`src/rtl/rwc_rsp_vote.sv`:
```
// Challenge/response wrapper around rwc_ctrl: runs NUM_ROUNDS generator rounds per challenge,
// majority-votes each response bit and flags bits that disagreed across rounds.
module rwc_rsp_vote #(
  parameter int NUM_ROUNDS = 7,
  parameter int CNT_W      = 4,
  parameter int TIMEOUT    = 32
) (
  input  logic        clk,
  input  logic        rst,
  input  logic        req_valid,
  output logic        req_ready,
  input  logic [31:0] req_data,
  input  logic [9:0]  req_addr,
  output logic        gen_enable,
  output logic [31:0] gen_data,
  output logic [9:0]  gen_addr,
  input  logic        gen_available,
  input  logic [31:0] gen_rsp_write,
  input  logic [31:0] gen_rsp_clean,
  output logic        rsp_valid,
  input  logic        rsp_ready,
  output logic [31:0] rsp_data,
  output logic [31:0] rsp_unstable,
  output logic        rsp_clean_err,
  output logic        rsp_timeout
);

  localparam logic [2:0] S_IDLE   = 3'd0;
  localparam logic [2:0] S_LAUNCH = 3'd1;
  localparam logic [2:0] S_WAIT   = 3'd2;
  localparam logic [2:0] S_ACCUM  = 3'd3;
  localparam logic [2:0] S_VOTE   = 3'd4;
  localparam logic [2:0] S_ABORT  = 3'd5;
  localparam logic [2:0] S_OUT    = 3'd6;

  localparam int              WD_W     = $clog2(TIMEOUT + 1);
  localparam logic [WD_W-1:0] WD_LAST  = WD_W'(TIMEOUT - 1);
  localparam logic [CNT_W-1:0] ROUNDS_C = CNT_W'(NUM_ROUNDS);
  localparam logic [CNT_W-1:0] HALF_C   = CNT_W'(NUM_ROUNDS / 2);

  logic [2:0]       state_reg;
  logic [CNT_W-1:0] round_reg;
  logic [WD_W-1:0]  wd_reg;
  logic             gen_enable_reg;
  logic [31:0]      gen_data_reg;
  logic [9:0]       gen_addr_reg;
  logic [31:0]      samp_write_reg;
  logic             samp_clean_nz_reg;
  logic             clean_err_reg;
  logic             rsp_valid_reg;
  logic [31:0]      rsp_data_reg;
  logic [31:0]      rsp_unstable_reg;
  logic             rsp_clean_err_reg;
  logic             rsp_timeout_reg;

  logic             accept;
  logic             wd_expired;
  logic [31:0]      maj_vec;
  logic [31:0]      unstable_vec;

  assign req_ready  = (state_reg == S_IDLE);
  assign accept     = req_valid && req_ready;
  assign wd_expired = (wd_reg == WD_LAST);

  // Per-bit ones counters; wide enough for NUM_ROUNDS so they never wrap.
  for (genvar gi = 0; gi < 32; gi++) begin : g_bit
    logic [CNT_W-1:0] cnt_reg;

    always_ff @(posedge clk) begin
      if (rst || accept) begin
        cnt_reg <= '0;
      end else if (state_reg == S_ACCUM) begin
        cnt_reg <= cnt_reg + CNT_W'(samp_write_reg[gi]);
      end
    end

    assign maj_vec[gi]      = (cnt_reg > HALF_C);
    assign unstable_vec[gi] = (cnt_reg != '0) && (cnt_reg != ROUNDS_C);
  end

  always_ff @(posedge clk) begin
    if (rst) begin
      state_reg         <= S_IDLE;
      round_reg         <= '0;
      wd_reg            <= '0;
      gen_enable_reg    <= 1'b0;
      gen_data_reg      <= '0;
      gen_addr_reg      <= '0;
      samp_write_reg    <= '0;
      samp_clean_nz_reg <= 1'b0;
      clean_err_reg     <= 1'b0;
      rsp_valid_reg     <= 1'b0;
      rsp_data_reg      <= '0;
      rsp_unstable_reg  <= '0;
      rsp_clean_err_reg <= 1'b0;
      rsp_timeout_reg   <= 1'b0;
    end else begin
      case (state_reg)
        S_IDLE: begin
          if (req_valid) begin
            gen_data_reg   <= req_data;
            gen_addr_reg   <= req_addr;
            round_reg      <= '0;
            clean_err_reg  <= 1'b0;
            wd_reg         <= '0;
            gen_enable_reg <= 1'b1;
            state_reg      <= S_LAUNCH;
          end
        end
        S_LAUNCH: begin
          // The generator dropping available means it took the launch.
          if (!gen_available) begin
            gen_enable_reg <= 1'b0;
            wd_reg         <= '0;
            state_reg      <= S_WAIT;
          end else if (wd_expired) begin
            gen_enable_reg <= 1'b0;
            state_reg      <= S_ABORT;
          end else begin
            wd_reg <= wd_reg + WD_W'(1);
          end
        end
        S_WAIT: begin
          if (gen_available) begin
            samp_write_reg    <= gen_rsp_write;
            samp_clean_nz_reg <= |gen_rsp_clean;
            state_reg         <= S_ACCUM;
          end else if (wd_expired) begin
            state_reg <= S_ABORT;
          end else begin
            wd_reg <= wd_reg + WD_W'(1);
          end
        end
        S_ACCUM: begin
          clean_err_reg <= clean_err_reg | samp_clean_nz_reg;
          round_reg     <= round_reg + CNT_W'(1);
          if (round_reg + CNT_W'(1) == ROUNDS_C) begin
            state_reg <= S_VOTE;
          end else begin
            wd_reg         <= '0;
            gen_enable_reg <= 1'b1;
            state_reg      <= S_LAUNCH;
          end
        end
        S_VOTE: begin
          rsp_data_reg      <= maj_vec;
          rsp_unstable_reg  <= unstable_vec;
          rsp_clean_err_reg <= clean_err_reg;
          rsp_timeout_reg   <= 1'b0;
          rsp_valid_reg     <= 1'b1;
          state_reg         <= S_OUT;
        end
        S_ABORT: begin
          rsp_data_reg      <= '0;
          rsp_unstable_reg  <= '1;
          rsp_clean_err_reg <= clean_err_reg;
          rsp_timeout_reg   <= 1'b1;
          rsp_valid_reg     <= 1'b1;
          state_reg         <= S_OUT;
        end
        S_OUT: begin
          if (rsp_ready) begin
            rsp_valid_reg <= 1'b0;
            state_reg     <= S_IDLE;
          end
        end
        default: begin
          gen_enable_reg <= 1'b0;
          state_reg      <= S_IDLE;
        end
      endcase
    end
  end

  assign gen_enable    = gen_enable_reg;
  assign gen_data      = gen_data_reg;
  assign gen_addr      = gen_addr_reg;
  assign rsp_valid     = rsp_valid_reg;
  assign rsp_data      = rsp_data_reg;
  assign rsp_unstable  = rsp_unstable_reg;
  assign rsp_clean_err = rsp_clean_err_reg;
  assign rsp_timeout   = rsp_timeout_reg;

endmodule

```
`config.mk`:
```
export PLATFORM = sky130hd
export DESIGN_NAME = rwc_rsp_vote
export DESIGN_NICKNAME = d
export VERILOG_FILES = /design/src/rtl/rwc_rsp_vote.sv
export SDC_FILE = /design/constraint.sdc
export NUM_CORES = 1
export LEC_CHECK = 0
export CAP_MARGIN = 10
export CELL_PAD_IN_SITES_DETAIL_PLACEMENT = 0
export CELL_PAD_IN_SITES_GLOBAL_PLACEMENT = 1
export CORE_ASPECT_RATIO = 0.75
export CORE_UTILIZATION = 35
export DETAILED_ROUTE_END_ITERATION = 16
export PLACE_DENSITY = 0.7
export SKIP_CTS_REPAIR_TIMING = 1
export SYNTH_ARGS = -nofsm -noshare
export SYNTH_HDL_FRONTEND = slang
export SYNTH_SLANG_ARGS = --single-unit
```
`constraint.sdc`:
```
create_clock -name clk -period 2 [get_ports clk]
set_input_delay 0.4 -clock clk [delete_from_list [all_inputs] [get_ports clk]]
set_output_delay 0.4 -clock clk [all_outputs]
set_load 0.005 [all_outputs]
```
Yosys cells after proc, flatten, opt, wreduce, memory -nomap -nowiden
Cells that the tools add are included.
- bits in registers: 285
- bits in latches: 0
- bits in writable memories: 0
- bits in read-only memories: 0
- input port bits: 111
- output and inout bits: 111
- word-level logic and storage cells: 267
- memories kept: 0
- add/sub/neg operators: 34
- multiply operators: 0
- div/mod/pow operators: 0
- $lt $le $gt $ge: 32
- equality and inequality tests: 45
- shifts and indexed selects: 0
- mux-type cells: 27
- bitwise logic cells: 2
- reduce and logical (&&, ||, !) cells: 81
- operators by type and width (cell ; count):
    $reduce_bool 4->1 ; 33
    $add 4x1->4 ; 32
    $gt 4x2->1 const B ; 32
    $ne 4x3->1 const B ; 32
    $pmux 32 s2 ; 2
    $logic_and 1x1->1 ; 33
    $reduce_or 32->1 ; 1
    $mux 6 ; 5
    $pmux 6 s4 ; 1
    $mux 3 ; 6
    $pmux 3 s6 ; 1
    $reduce_and 2->1 ; 5
    $eq 3x3->1 const B ; 3
    $ne 2x2->1 const B ; 4
    $pmux 4 s2 ; 1
    $reduce_and 4->1 ; 2
    $add 6x1->6 const B ; 1
    $eq 3x2->1 const B ; 2
    $eq 6x5->1 const B ; 1
    $mux 1 ; 6
    $pmux 1 s2 ; 3
    $reduce_bool 2->1 ; 3
    $add 4x1->4 const B ; 1
    $eq 4x3->1 const B ; 1
    other kinds (10) ; 10

Depth between registers and ports, before layout
- word-level depth: 4
- mapped depth: 8
- depth with buffers taken out: 7

Worst setup path after synthesis
No wires, ideal clock.
- path kind: register to register
- start point: register round_reg[0]
- end point: register wd_reg[4]
- setup time: 101 ps
- data arrival time: 1546 ps
- data required time: 1899 ps
- setup slack: 353 ps
- cell stages (with the launch flop): 8
- period minus slack after synthesis: 1647 ps
- cell sequence: dfxtp_1 -> inv_1 -> ha_1 -> nand2_1 -> or4_1 -> o31a_1 -> a311o_1 -> o41ai_1
- cells in the longest elaborated chain, start to end: 4
- ends and longest elaborated chain (item ; RTL line ; source):
    start, declared ; 42 ; logic [CNT_W-1:0] round_reg;
    start signal, assigned ; 136 ; round_reg <= round_reg + CNT_W'(1);
    $add 4x1->4 ; 137 ; if (round_reg + CNT_W'(1) == ROUNDS_C) begin
    $eq 4x3->1 ; 137 ;
    $ne 2x2->1 (no source line) ; n/a ;
    $reduce_and 4->1 (no source line) ; n/a ;
    end signal, assigned ; 120 ; wd_reg <= wd_reg + WD_W'(1);
    end signal, assigned ; 131 ; wd_reg <= wd_reg + WD_W'(1);
    end, declared ; 43 ; logic [WD_W-1:0] wd_reg;
No other way between the ends.
A chain may end at the register's enable or synchronous reset.

Worst setup path after layout
- start point: register round_reg[1]
- end point: register wd_reg[4]
The elaborated chain is that of the path after synthesis.

==> metrics.log <==
INFO  metric run_status = finished clean
INFO  metric ports = 222
INFO  metric synth_most_common_cell = sky130_fd_sc_hd__nand2_1
INFO  metric place_inst = 2083
INFO  metric period_minus_slack = 1.88 ns
INFO  metric syn-cell-area = 0.0122 mm^2
INFO  metric total_power = 13000 uW
INFO  metric clockBufferDepth = 3
INFO  metric maxCapViolations = 0
INFO  metric crit_path_cell_count = 6
INFO  metric core-area = 0.0340 mm^2
INFO  metric hold-path-cell-count = 2
INFO  metric critical_path_arrival = 2.33 ns
INFO  metric synth_async_sr_flop_share = 0%
INFO  metric numPortBuffers = 221
INFO  metric track_usage = 17.9%
INFO  metric hold_viol_final = 0
INFO  metric clkTransAtPathRegs = 0.06 ns
INFO  metric grt_first_pass_wirelength = 52.2 mm
INFO  metric finalSetupTns = 0 ns
INFO  metric critical_path.slowest_cell = sky130_fd_sc_hd__or4_1
INFO  metric grt_overflow = 0
INFO  metric detailroute.via_count = 10570
INFO  metric worstSkewPairLatency = 0.55 ns
INFO  metric cp-start-kind = flop
INFO  metric ant_nets = 0
INFO  metric die_area = 0.0357 mm^2
INFO  metric h-tree-depth = 1
INFO  metric sequential_area_share_after_synthesis = 46.7%
INFO  metric syn_to_final_growth = 30.9%
INFO  metric drc = 0
INFO  metric std_cell_rows = 58
INFO  metric timing.critical_path.cells = ha_1, nand2_1, or4_1, o31a_1, a311o_1, o41ai_1
INFO  metric cpPeakStageDelay = 0.48 ns
INFO  metric report.final.setup_viol = 0
INFO  metric critical_path.top_delay_family = compound AO/OA/AOI/OAI gates
INFO  metric synthCells = 1469
INFO  metric slack_of_the_critical_path = 0.115 ns
INFO  metric place_hpwl = 21.4 mm
INFO  metric unrepaired_setup_endpoints_after_global_routing = no
INFO  metric via_per_instance_ratio = 4.94
INFO  metric clockRootBuffer = sky130_fd_sc_hd__clkbuf_16
INFO  metric maximum_number_of_pins_on_one_net_before_global_route_repair = 54
INFO  metric timing_max_transition_violations_final = 0
INFO  metric grt_antenna_before_repair = 0
INFO  metric maxClockFrequency = 0.531 GHz
INFO  metric postSynth.topFlopCell = sky130_fd_sc_hd__dfxtp_1
INFO  metric layout.cells.non_filler = 2138
INFO  metric post-route-period-util = 94.2%
INFO  metric slew_headroom = 57.3%
INFO  metric cellLeakagePower = 0.00605 uW
INFO  metric critPathKind = reg -> reg
INFO  metric min-delay-path-class = in -> reg
INFO  metric cts_inserted_buffers = 31
INFO  metric nNetsFinal = 1844
INFO  metric netlist.top_cell.by_area = sky130_fd_sc_hd__dfxtp_1
INFO  metric syn_nets = 1647
INFO  metric synth.ff_latch_count = 285
INFO  metric synth_area_leaders = sky130_fd_sc_hd__dfxtp_1, sky130_fd_sc_hd__nand2_1, sky130_fd_sc_hd__a21oi_1
INFO  metric routed_wl = 32.6 mm
INFO  metric number_of_global_route_vias_before_repair = 9817
INFO  metric worst_pin_slew = 0.624 ns
INFO  metric worst_ep_required_time = 2.45 ns
INFO  metric yosysWarningCount = 0
INFO  metric starting_density = 36.0%
INFO  metric crit_path_max_fanout = 5
INFO  metric vdd_ir_drop_max = 0.000641 V
INFO  metric power_density_over_the_cells = 812 mW/mm^2
INFO  metric gpl.final_weighted_congestion = 0.750
INFO  metric synth_cell_type_count = 53
INFO  metric preCtsSetupSlack = -0.199 ns
INFO  metric drive_gt1_share = 6.87%
INFO  metric synth_top_cell_area_share = 46.7%
INFO  metric detail_route.first_pass.iterations = 5
INFO  metric antennaDiodeCount = 0
INFO  metric die_h = 164 um
INFO  metric synth_commonest_cells = sky130_fd_sc_hd__nand2_1, sky130_fd_sc_hd__dfxtp_1, sky130_fd_sc_hd__nor2_1
INFO  metric clock_tree_from_tritoncts = yes
INFO  metric route.detailed.wl_per_inst = 15.2 um
INFO  metric clock_sinks = 285
INFO  metric die_width = 218 um
INFO  metric synth_enable_flop_cells = 0
INFO  metric drt-initial-drc-count = 532
INFO  metric cp.buffers_inverters = 0
INFO  metric critical_path.endpoint_type = flop
INFO  metric largest_reg_flops = 128
INFO  metric finClkSkew = 0.00699 ns
INFO  metric reg2regPathDepth = 6
INFO  metric synth_area_per_cell = 8.32 um^2
## cells by family (layout without fill, tap and decap cells)
family / count (synthesis) / count (layout) / share of synthesized area [%]
fa+ha+maj: 67 / 67 / 6.86
flops: 285 / 285 / 46.7
xor+xnor: 64 / 64 / 4.59
simple gates: 671 / 671 / 23.7
mux: 1 / 1 / 0.0819
buf+inv: 103 / 322 / 4.69
compound gates: 278 / 278 / 13.4
## layout by cell type, fill, tap and decap left out, types with 33 or more instances in the layout
| cell | count |
|---|---|
| sky130_fd_sc_hd__a2111oi_0 | 33 |
| sky130_fd_sc_hd__a21oi_1 | 169 |
| sky130_fd_sc_hd__clkdlybuf4s50_1 | 219 |
| sky130_fd_sc_hd__dfxtp_1 | 282 |
| sky130_fd_sc_hd__ha_1 | 67 |
| sky130_fd_sc_hd__nand2_1 | 327 |
| sky130_fd_sc_hd__nand3_1 | 36 |
| sky130_fd_sc_hd__nand4_1 | 35 |
| sky130_fd_sc_hd__nor2_1 | 175 |
| sky130_fd_sc_hd__nor3_1 | 37 |
| sky130_fd_sc_hd__o21ai_0 | 39 |
| sky130_fd_sc_hd__or3_1 | 33 |
| sky130_fd_sc_hd__xor2_1 | 64 |
## stage by stage
step                hold WS (ns)  area [um^2]  utilization (%)
finish                     0.229        16000             47.1
global route               0.216        16000             47.1
detailed placement         0.446        14900             43.9
floorplan                  0.432        12200                -
CTS                        0.195        16000             47.1
global placement           0.441        14900             43.9
## layer usage
layer / GRT usage, % / vias up / wire [um]
met2: 27.8 / 172 / 14200
met5: 0 / - / 0
li1: - / 5435 / -
met4: 3.50 / 0 / 510
met3: 3.02 / 35 / 1260
met1: 26.1 / 4928 / 16600
## path summary, 6_finish.rpt
path                             start                         to  slack (ns)
min                                rst   rsp_data[7]$_SDFFE_PP0P_        0.23
min reg2reg  gen_data[17]$_SDFFE_PP0P_  gen_data[17]$_SDFFE_PP0P_        0.45
max          round_reg[1]$_SDFFE_PP0P_     wd_reg[4]$_SDFFE_PP0P_        0.12
max reg2reg  round_reg[1]$_SDFFE_PP0P_     wd_reg[4]$_SDFFE_PP0P_        0.12
## power breakdown
part           internal (uW)  switching, uW  leakage [uW]
logic                    508            569       0.00320
clock network           3750           2320      0.000541
registers               5780           68.9       0.00230
## worst reg2reg max path, delay by kind of cell (launching register included)
kind,cells,cell delay (ns)
fa+ha+maj,1,0.22
compound gates,3,0.57
simple gates,2,0.57
flops,1,0.42
## layout make-up
type | count | area, um^2
fill | 3310 | 18000
sequential | 285 | 5710
clock buffer | 42 | 897
tap | 450 | 563
inverter | 6 | 22.5
timing repair buffer | 261 | 2650
clock inverter | 13 | 193
multi-input combinational | 1081 | 5970
No activity file was read; power rests on OpenSTA's default activity.
